`src/rtl/timer_pkg.sv`:
```
// Shared types and constants for the timer controller slice.
// State encoding plus counter-mux and terminal-compare selects.
package timer_pkg;

  typedef enum logic [2:0] {
    CLR,
    IDLE,
    LOAD,
    PRESET,
    RUN,
    PAUSE,
    DONE,
    RELOAD
  } state_e;

  localparam logic [1:0] SEL_LOAD_INIT = 2'd0;
  localparam logic [1:0] SEL_UP        = 2'd1;
  localparam logic [1:0] SEL_DOWN      = 2'd2;
  localparam logic [1:0] SEL_CLEAR     = 2'd3;

  localparam logic TC_EQ_INIT = 1'b0;
  localparam logic TC_ZERO    = 1'b1;

  function automatic logic [1:0] run_sel(
    input logic down
  );
    return down ? SEL_DOWN : SEL_UP;
  endfunction

  function automatic logic [1:0] preset_sel(
    input logic down
  );
    return down ? SEL_LOAD_INIT : SEL_CLEAR;
  endfunction

endpackage

```
`src/rtl/timer_controller_if.sv`:
```
// Controller <-> datapath bus: command strobes out, terminal flag in.
// master = controller, slave = datapath.
interface timer_controller_if;

  logic       init_ld_en;
  logic       count_en;
  logic [1:0] ctrSelect;
  logic       tcSelect;
  logic       anReset;
  logic       tcLimitReached;

  modport master (
    output init_ld_en,
    output count_en,
    output ctrSelect,
    output tcSelect,
    output anReset,
    input  tcLimitReached
  );

  modport slave (
    input  init_ld_en,
    input  count_en,
    input  ctrSelect,
    input  tcSelect,
    input  anReset,
    output tcLimitReached
  );

endinterface

```
`src/rtl/btn_sync_edge.sv`:
```
// Raw button -> SYNC_STAGES synchronizer -> registered rising-edge pulse.
// Ports: clk, reset (sync, active high), btn_i raw, pulse_o one cycle.
module btn_sync_edge #(
  parameter int SYNC_STAGES = 2
) (
  input  logic clk,
  input  logic reset,
  input  logic btn_i,
  output logic pulse_o
);

  logic [SYNC_STAGES-1:0] sync_q;
  logic [SYNC_STAGES-1:0] sync_d;
  logic                   prev_q;
  logic                   prev_d;
  logic                   pulse_q;
  logic                   pulse_d;
  logic                   sync_out;

  assign sync_out = sync_q[SYNC_STAGES-1];

  always_comb begin
    sync_d  = {sync_q[SYNC_STAGES-2:0], btn_i};
    prev_d  = sync_out;
    pulse_d = sync_out & ~prev_q;
  end

  always_ff @(posedge clk) begin
    if (reset) begin
      sync_q  <= '0;
      prev_q  <= 1'b0;
      pulse_q <= 1'b0;
    end else begin
      sync_q  <= sync_d;
      prev_q  <= prev_d;
      pulse_q <= pulse_d;
    end
  end

  assign pulse_o = pulse_q;

endmodule

```
`src/rtl/timer_controller.sv`:
```
// Timer control FSM: buttons + mode -> datapath command strobes.
// Ports: clk, reset (sync high), tick, load/start/stop_btn, mode,
//   dp (datapath bus, master), running, done, wrap_pulse.
// Build option: TIMER_AUTO_RELOAD_EN makes RUN wrap via RELOAD.
module timer_controller
  import timer_pkg::*;
#(
  parameter int SYNC_STAGES = 2
) (
  input  logic clk,
  input  logic reset,
  input  logic tick,
  input  logic load_btn,
  input  logic start_btn,
  input  logic stop_btn,
  input  logic mode,
  timer_controller_if.master dp,
  output logic running,
  output logic done,
  output logic wrap_pulse
);

`ifdef TIMER_AUTO_RELOAD_EN
  localparam bit AutoReload = 1'b1;
`else
  localparam bit AutoReload = 1'b0;
`endif

  state_e     state_q;
  state_e     state_d;
  logic       mode_q;
  logic       mode_d;
  logic       load_p;
  logic       start_p;
  logic       stop_p;
  logic       tc;
  logic       ld_c;
  logic       cen_c;
  logic [1:0] sel_c;
  logic       an_c;
  logic       run_c;
  logic       done_c;
  logic       wrap_c;

  btn_sync_edge #(.SYNC_STAGES(SYNC_STAGES)) u_load (
    .clk    (clk),
    .reset  (reset),
    .btn_i  (load_btn),
    .pulse_o(load_p)
  );

  btn_sync_edge #(.SYNC_STAGES(SYNC_STAGES)) u_start (
    .clk    (clk),
    .reset  (reset),
    .btn_i  (start_btn),
    .pulse_o(start_p)
  );

  btn_sync_edge #(.SYNC_STAGES(SYNC_STAGES)) u_stop (
    .clk    (clk),
    .reset  (reset),
    .btn_i  (stop_btn),
    .pulse_o(stop_p)
  );

  assign tc = dp.tcLimitReached;

  always_ff @(posedge clk) begin
    if (reset) begin
      state_q <= CLR;
      mode_q  <= 1'b0;
    end else begin
      state_q <= state_d;
      mode_q  <= mode_d;
    end
  end

  // Button priority where pulses coincide: stop > load > start.
  always_comb begin
    state_d = state_q;
    mode_d  = mode_q;
    unique case (state_q)
      CLR:    state_d = IDLE;
      IDLE: begin
        if (load_p)       state_d = LOAD;
        else if (start_p) state_d = tc ? DONE : RUN;
      end
      LOAD: begin
        mode_d  = mode;
        state_d = PRESET;
      end
      PRESET: state_d = IDLE;
      RUN: begin
        if (tc)          state_d = AutoReload ? RELOAD : DONE;
        else if (stop_p) state_d = PAUSE;
      end
      PAUSE: begin
        if (stop_p)       state_d = PRESET;
        else if (load_p)  state_d = LOAD;
        else if (start_p) state_d = RUN;
      end
      DONE: begin
        if (load_p) state_d = LOAD;
      end
      RELOAD: state_d = RUN;
    endcase
  end

  // Mux select parks at CLEAR whenever the counter is not enabled.
  always_comb begin
    ld_c   = 1'b0;
    cen_c  = 1'b0;
    sel_c  = SEL_CLEAR;
    an_c   = 1'b0;
    run_c  = 1'b0;
    done_c = 1'b0;
    wrap_c = 1'b0;
    unique case (state_q)
      CLR: begin
        cen_c = 1'b1;
        an_c  = 1'b1;
      end
      IDLE:  ;
      LOAD:  ld_c = 1'b1;
      PRESET: begin
        cen_c = 1'b1;
        sel_c = preset_sel(mode_q);
      end
      RUN: begin
        run_c = 1'b1;
        // Suppress the tick that lands on the terminal value.
        cen_c = tick & ~tc;
        if (cen_c) sel_c = run_sel(mode_q);
      end
      PAUSE: ;
      DONE:  done_c = 1'b1;
      RELOAD: begin
        cen_c  = 1'b1;
        sel_c  = preset_sel(mode_q);
        wrap_c = AutoReload;
      end
    endcase
  end

  assign dp.init_ld_en = ld_c;
  assign dp.count_en   = cen_c;
  assign dp.ctrSelect  = sel_c;
  assign dp.tcSelect   = mode_q ? TC_ZERO : TC_EQ_INIT;
  assign dp.anReset    = an_c;
  assign running       = run_c;
  assign done          = done_c;
  assign wrap_pulse    = wrap_c;

endmodule

```
`src/flat_wrapper.sv`:
```
// flat-port wrapper written by rule: the top's interface ports become plain ports
module timer_controller_flat import timer_pkg::*;
#(
  parameter int SYNC_STAGES = 2
)
  (clk, reset, tick, load_btn, start_btn, stop_btn, mode, running, done, wrap_pulse, dp_init_ld_en, dp_count_en, dp_ctrSelect, dp_tcSelect, dp_anReset, dp_tcLimitReached);
  timer_controller_if dp_i ();
  input  logic clk;
  input  logic reset;
  input  logic tick;
  input  logic load_btn;
  input  logic start_btn;
  input  logic stop_btn;
  input  logic mode;
  output logic running;
  output logic done;
  output logic wrap_pulse;
  output wire logic [$bits(dp_i.init_ld_en)-1:0] dp_init_ld_en;
  output wire logic [$bits(dp_i.count_en)-1:0] dp_count_en;
  output wire logic [$bits(dp_i.ctrSelect)-1:0] dp_ctrSelect;
  output wire logic [$bits(dp_i.tcSelect)-1:0] dp_tcSelect;
  output wire logic [$bits(dp_i.anReset)-1:0] dp_anReset;
  input wire logic [$bits(dp_i.tcLimitReached)-1:0] dp_tcLimitReached;
  assign dp_init_ld_en = dp_i.init_ld_en;
  assign dp_count_en = dp_i.count_en;
  assign dp_ctrSelect = dp_i.ctrSelect;
  assign dp_tcSelect = dp_i.tcSelect;
  assign dp_anReset = dp_i.anReset;
  assign dp_i.tcLimitReached = dp_tcLimitReached;
  timer_controller #(.SYNC_STAGES(SYNC_STAGES)) u_core (.clk(clk), .reset(reset), .tick(tick), .load_btn(load_btn), .start_btn(start_btn), .stop_btn(stop_btn), .mode(mode), .dp(dp_i), .running(running), .done(done), .wrap_pulse(wrap_pulse));
endmodule
```
`config.mk`:
```
export PLATFORM = sky130hd
export DESIGN_NAME = timer_controller_flat
export DESIGN_NICKNAME = d
export VERILOG_FILES = /design/src/rtl/timer_pkg.sv /design/src/rtl/timer_controller_if.sv /design/src/rtl/btn_sync_edge.sv /design/src/rtl/timer_controller.sv /design/src/flat_wrapper.sv
export SDC_FILE = /design/constraint.sdc
export NUM_CORES = 1
export LEC_CHECK = 0
export ABC_AREA = 1
export BUFFER_PORTS_ARGS = -buffer_cell sky130_fd_sc_hd__buf_4
export CAP_MARGIN = 10
export CORE_AREA = 2 2 43 45
export DETAILED_ROUTE_END_ITERATION = 10
export DIE_AREA = 0 0 45 47
export PLACE_DENSITY = 0.73
export SLEW_MARGIN = 15
export SYNTH_ARGS = -nofsm -noshare
export SYNTH_HDL_FRONTEND = slang
export SYNTH_SLANG_ARGS = --single-unit
```
`constraint.sdc`:
```
create_clock -name clk -period 0.9 [get_ports clk]
set_input_delay 0.225 -clock clk [delete_from_list [all_inputs] [get_ports clk]]
set_output_delay 0.225 -clock clk [all_outputs]
set_load 0.05 [all_outputs]
```
### After elaboration in Yosys (flattened, before gate mapping)

Index checks and enable logic that the tools add are counted.

| word-level totals | value |
|---|---|
| register bits after elaboration | 16 |
| input bits | 8 |
| logic and storage cells | 55 |

| cells by class | value |
|---|---|
| eq/ne operators | 11 |
| multiplexer cells | 20 |
| bitwise logic cells | 8 |
| reductions and logical operators | 5 |

Operators with widths:

| cell | number |
|---|---|
| 3-bit 2-to-1 mux | 8 |
| 3-bit one-hot mux with 7 select lines | 1 |
| 3-bit == test, second input constant | 4 |
| 2-bit 2-to-1 mux | 4 |
| 3-bit by 2-bit == test with 1-bit output, second input constant | 2 |
| 3-bit inequality test, second input constant | 2 |
| 1-bit 2-to-1 mux | 5 |
| 1-bit bitwise AND | 4 |
| 4-bit inequality test, second input constant | 1 |
| 1-bit NOT | 4 |
| 2-bit one-hot mux with 2 select lines | 1 |
| 4-bit AND reduction | 1 |
| 2-bit OR reduction | 2 |
| 3-bit by 1-bit == test with 1-bit output, second input constant | 1 |
| 3-bit zero test | 1 |
| 3-bit OR reduction | 1 |
| 2-bit inequality test, second input constant | 1 |
| 1-bit one-hot mux with 2 select lines | 1 |

### Depth between registers and ports, before layout

| logic depth | value |
|---|---|
| depth in word-level cells | 4 |
| mapped depth | 8 |
| depth with buffers taken out | 8 |

### Modules after synthesis

From an unflattened synthesis, not the netlist that was laid out.

| unflattened totals | value |
|---|---|
| cells, all modules | 105 |
| area, all modules | 743.2 um2 |

Modules (own cells, without submodules):

| module | instances | cells each | area an instance (um2) |
|---|---|---|---|
| timer_controller | 1 | 69 | 397.9 |
| btn_sync_edge | 3 | 12 | 115.1 |

### Least setup slack after synthesis

No wires, ideal clock.

| timing | value |
|---|---|
| path kind | register -> output |
| start | reg u_core.state_q[1] |
| end | out dp_ctrSelect[1] |
| arrival time | 1.758 ns |
| required time | 0.675 ns |
| setup slack | -1.083 ns |
| cell stages (with the launch flop) | 5 |
| path through | dfxtp_1 nor2_2 nand2_1 inv_1 a41oi_1 |

| between the ends | value |
|---|---|
| word-level cells in the longest chain between the ends | 3 |

Ends and longest elaborated chain:

| element | RTL line | source |
|---|---|---|
| start, declared | timer_controller.sv:29 | `state_e state_q;` |
| start signal, assigned | timer_controller.sv:73 | `state_q <= state_d;` |
| 3-bit by 2-bit == test with 1-bit output or 3-bit == test (tied branches) | timer_controller.sv:118 | `unique case (state_q)` |
| 2-bit OR reduction (no source line) | - |  |
| 2-bit one-hot mux with 2 select lines (*) | timer_controller.sv:118 |  |
| end, declared | flat_wrapper.sv:20 | `output wire logic [$bits(dp_i.ctrSelect)-1:0] dp_ctrSelect;` |

Mark *: on every way between the ends. The rest lies on a longest branch, timed or not.

### Worst setup path in the final report

Ends and elaborated chain as after synthesis.

==> impl_metrics.tcl <==
set metrics [dict create \
    status "complete, but fails checks" \
    failed_checks "negative setup slack" \
    seqCellArea_um2 333 \
    max_clock_freq_ghz 0.671 \
    cts_hold_buf 0 \
    syn_area_per_cell_um2 6.95 \
    core-area_um2 1650 \
    syn_inst 103 \
    start_kind "flip-flop" \
    swShare_pct 44.1 \
    h-tree-depth 1 \
    ys_warn_count 0 \
    cp_max_fo 4 \
    cts_buffer_depth 2 \
    post-route-period-util_pct 166 \
    rsz0062_at_grt "yes" \
    multiInputGateArea_um2 392 \
    p_switching_mw 1.54 \
    first_pass_iters 4 \
    n_fill_cell 121 \
    dp_hpwl_um 1180 \
    grt_pass1_vias 727 \
    chipHeight_um 47 \
    wl_per_cell_um 11.6 \
    grt_max_degree 15 \
    post-route-util_pct 73.1 \
    cts_tree "done" \
    setup_tns_ns -5.30 \
    path_clk_slew_ns 0.08 \
    dpl_worst_slack_ns -0.339 \
    clock_skew_ns 0.000998 \
    clockRootBuffer "clkbuf_4" \
    crit_path_cell_trace "nor2_4 -> nand2_4 -> clkinvlp_4 -> a41oi_2 -> buf_6" \
    antenna_found_initial 0 \
    nets 152 \
    cts_buffers 3 \
    design.die.area_um2 2120 \
    min_period_ns 1.49 \
    drtIter0Drc 6 \
    power_density_nw_per_um2 2880 \
    critPathTopFamily "flip-flops" \
    max_stage_delay_ns 0.36 \
    dieWidth_um 45 \
    core.rowCount 15 \
    whs_path_depth 3 \
    post-route-drc-count 0 \
    leakage_nw 0.583 \
    r2r_end "u_core.state_q[0]" \
    peakVddDrop_v 0.00135 \
    r2r_start "u_core.state_q[1]" \
    sequentialPowerShare_pct 26.2 \
    crit_buf_inv 2 \
    intPower_mw 1.95 \
    syn_nets 111 \
    reg2regPathDepth 7 \
    hold_end "u_core.u_load.sync_q[0]" \
    setup_viol 12 \
    worst_ep_arrival_time_ns 1.26 \
    hold_path.class "in -> reg" \
    initial_core_util_pct 43.3 \
    ys_ff_latch 16 \
    synth.cell_area_um2 716 \
    grt_pass1_wl_um 2900 \
    clock-sinks 16 \
    gp_congestion 0.782 \
    clk_latency_ns 0.28 \
    slowest_stage "dfxtp_4" \
    maxSlewViolCount 0 \
    yosysUniqueCellTypes 18 \
    setup_ws_ns -0.590 \
    hold_viol_final 0 \
    drive_above_1_share_pct 48.3 \
    wl_um 1850 \
    maxCapViolations 0 \
    io_buffer_count 15 \
    ios 17 \
    r2r_slack_ns -0.48 \
    antenna_left 0 \
    yosysSeqAreaShare_pct 44.8 \
    criticalPathCategory "reg -> out" \
    worstHoldStart "load_btn" \
    overflow 0 \
    grtUsageTotal_pct 19.7 \
    antenna_cells 0 \
    synth_top_area_share_pct 44.8 \
    p_clk_share_pct 10.7 \
    vias_per_cell 4.83 \
    via_count 773 \
    endpoint_kind "output port" \
    syn_to_final_growth_pct 68.7 \
    ys_top_cells_by_area "dfxtp_1 45%, inv_1 10%, nor2_1 9.4%, nand2_1 7.9%, nand3_1 5.6%" \
    yosys.area.top_type "dfxtp_1" \
    cp.required_ns 0.67 \
    p_comb_share_pct 63.1 \
]
-- synth_stat cells --
cell type   n
inv_1      20
nor2_1     18
dfxtp_1    16
nand2_1    15
nand3_1     8
a21oi_1     4
nor3_1      4
nor2_2      3
buf_4       2
inv_2       2
nand4_1     2
o211ai_1    2
o21ai_0     2
a41oi_1     1
clkbuf_1    1
conb_1      1
nand3_2     1
nor2_4      1
-- stage by stage --
| step | cells | hold slack, ns | area [um2] | total power [mW] |
|---|---|---|---|---|
| floorplan | 103 | 0.302 | 769 | 2.01 |
| global placement | 147 | 0.378 | 993 | 2.51 |
| detailed placement | 147 | 0.388 | 993 | 2.54 |
| CTS | 157 | 0.140 | 1150 | 3.28 |
| global route | 160 | 0.129 | 1210 | 3.70 |
| finish | 160 | 0.146 | 1210 | 3.48 |
-- area by class of cell --
class | instances | share of cell area (%)
Inverter | 22 | 7.15
Multi-Input combinational cell | 62 | 32.4
Tap cell | 17 | 1.76
Timing Repair Buffer | 39 | 28.9
Sequential cell | 16 | 27.6
Clock buffer | 4 | 2.18
-- power groups by stage --
stage               Sequential, mW  Clock, mW  Combinational [mW]
floorplan                    0.959          0                1.05
global placement             0.899          0                1.61
detailed placement           0.905          0                1.64
CTS                          0.910      0.394                1.97
global route                 0.920      0.427                2.35
finish                       0.911      0.372                2.20
-- metal layers --
metal  vias up  track usage, %  part of all wire (%)
met5         -               0                     0
met4         0            11.2                   2.4
met3         5            3.85                   3.5
met2        20            38.3                    55
met1       354            19.2                    39
li1        394               -                     -
-- logic make-up after synthesis --
group | after synthesis | share of synthesized area, %
AOI/OAI and AO/OA | 9 | 7.52
buffers and inverters | 25 | 14.2
DFF | 16 | 44.8
other | 1 | 0.524
and+or+nand+nor | 52 | 33.0
-- layout by cell type, fill, tap and decap left out, types with 4 or more instances in the layout --
cell,synthesis,final
nand2_1,15,11
dfxtp_1,16,12
nor2_4,1,6
nor2_1,18,16
nor3_1,4,4
inv_2,2,4
buf_6,0,9
nand3_1,8,6
buf_4,2,27
inv_1,20,17
-- flip-flops by register name, summed over array words and instances, names as in the netlist --
name                    count
u_core.u_stop.prev_q        1
u_core.state_q              3
u_core.u_start.pulse_o      1
u_core.u_stop.sync_q        2
u_core.u_load.pulse_o       1
u_core.u_stop.pulse_o       1
u_core.mode_q               1
u_core.u_load.prev_q        1
u_core.u_start.prev_q       1
u_core.u_start.sync_q       2
u_core.u_load.sync_q        2
-- tightest hold or removal path: cells and delay by family --
family | cells | cell delay, ns
AND/OR/NAND/NOR | 1 | 0.06
buffers and inverters | 2 | 0.11
-- worst max path at each step --
stage	startpoint	endpoint	slack [ns]	depth (start not counted)
after global routing	u_core.state_q[0]	dp_ctrSelect[0]	-0.68	5
after detailed placement	u_core.state_q[2]	u_core.state_q[1]	-0.34	8
final	u_core.state_q[1]	dp_ctrSelect[1]	-0.59	5
after CTS	u_core.state_q[0]	dp_ctrSelect[0]	-0.58	5
after floorplan	u_core.state_q[2]	dp_ctrSelect[0]	-0.98	4
after global placement	u_core.state_q[2]	u_core.state_q[1]	-0.30	6
-- timing repair --
item | 4_1_cts | 5_1_grt
gates resized for setup | 25 | 9
setup buffers | 6 | 3
endpoints found under the setup margin | 12 | 12
pin swaps | 6 | 8
(Power assumes the default switching activity.)
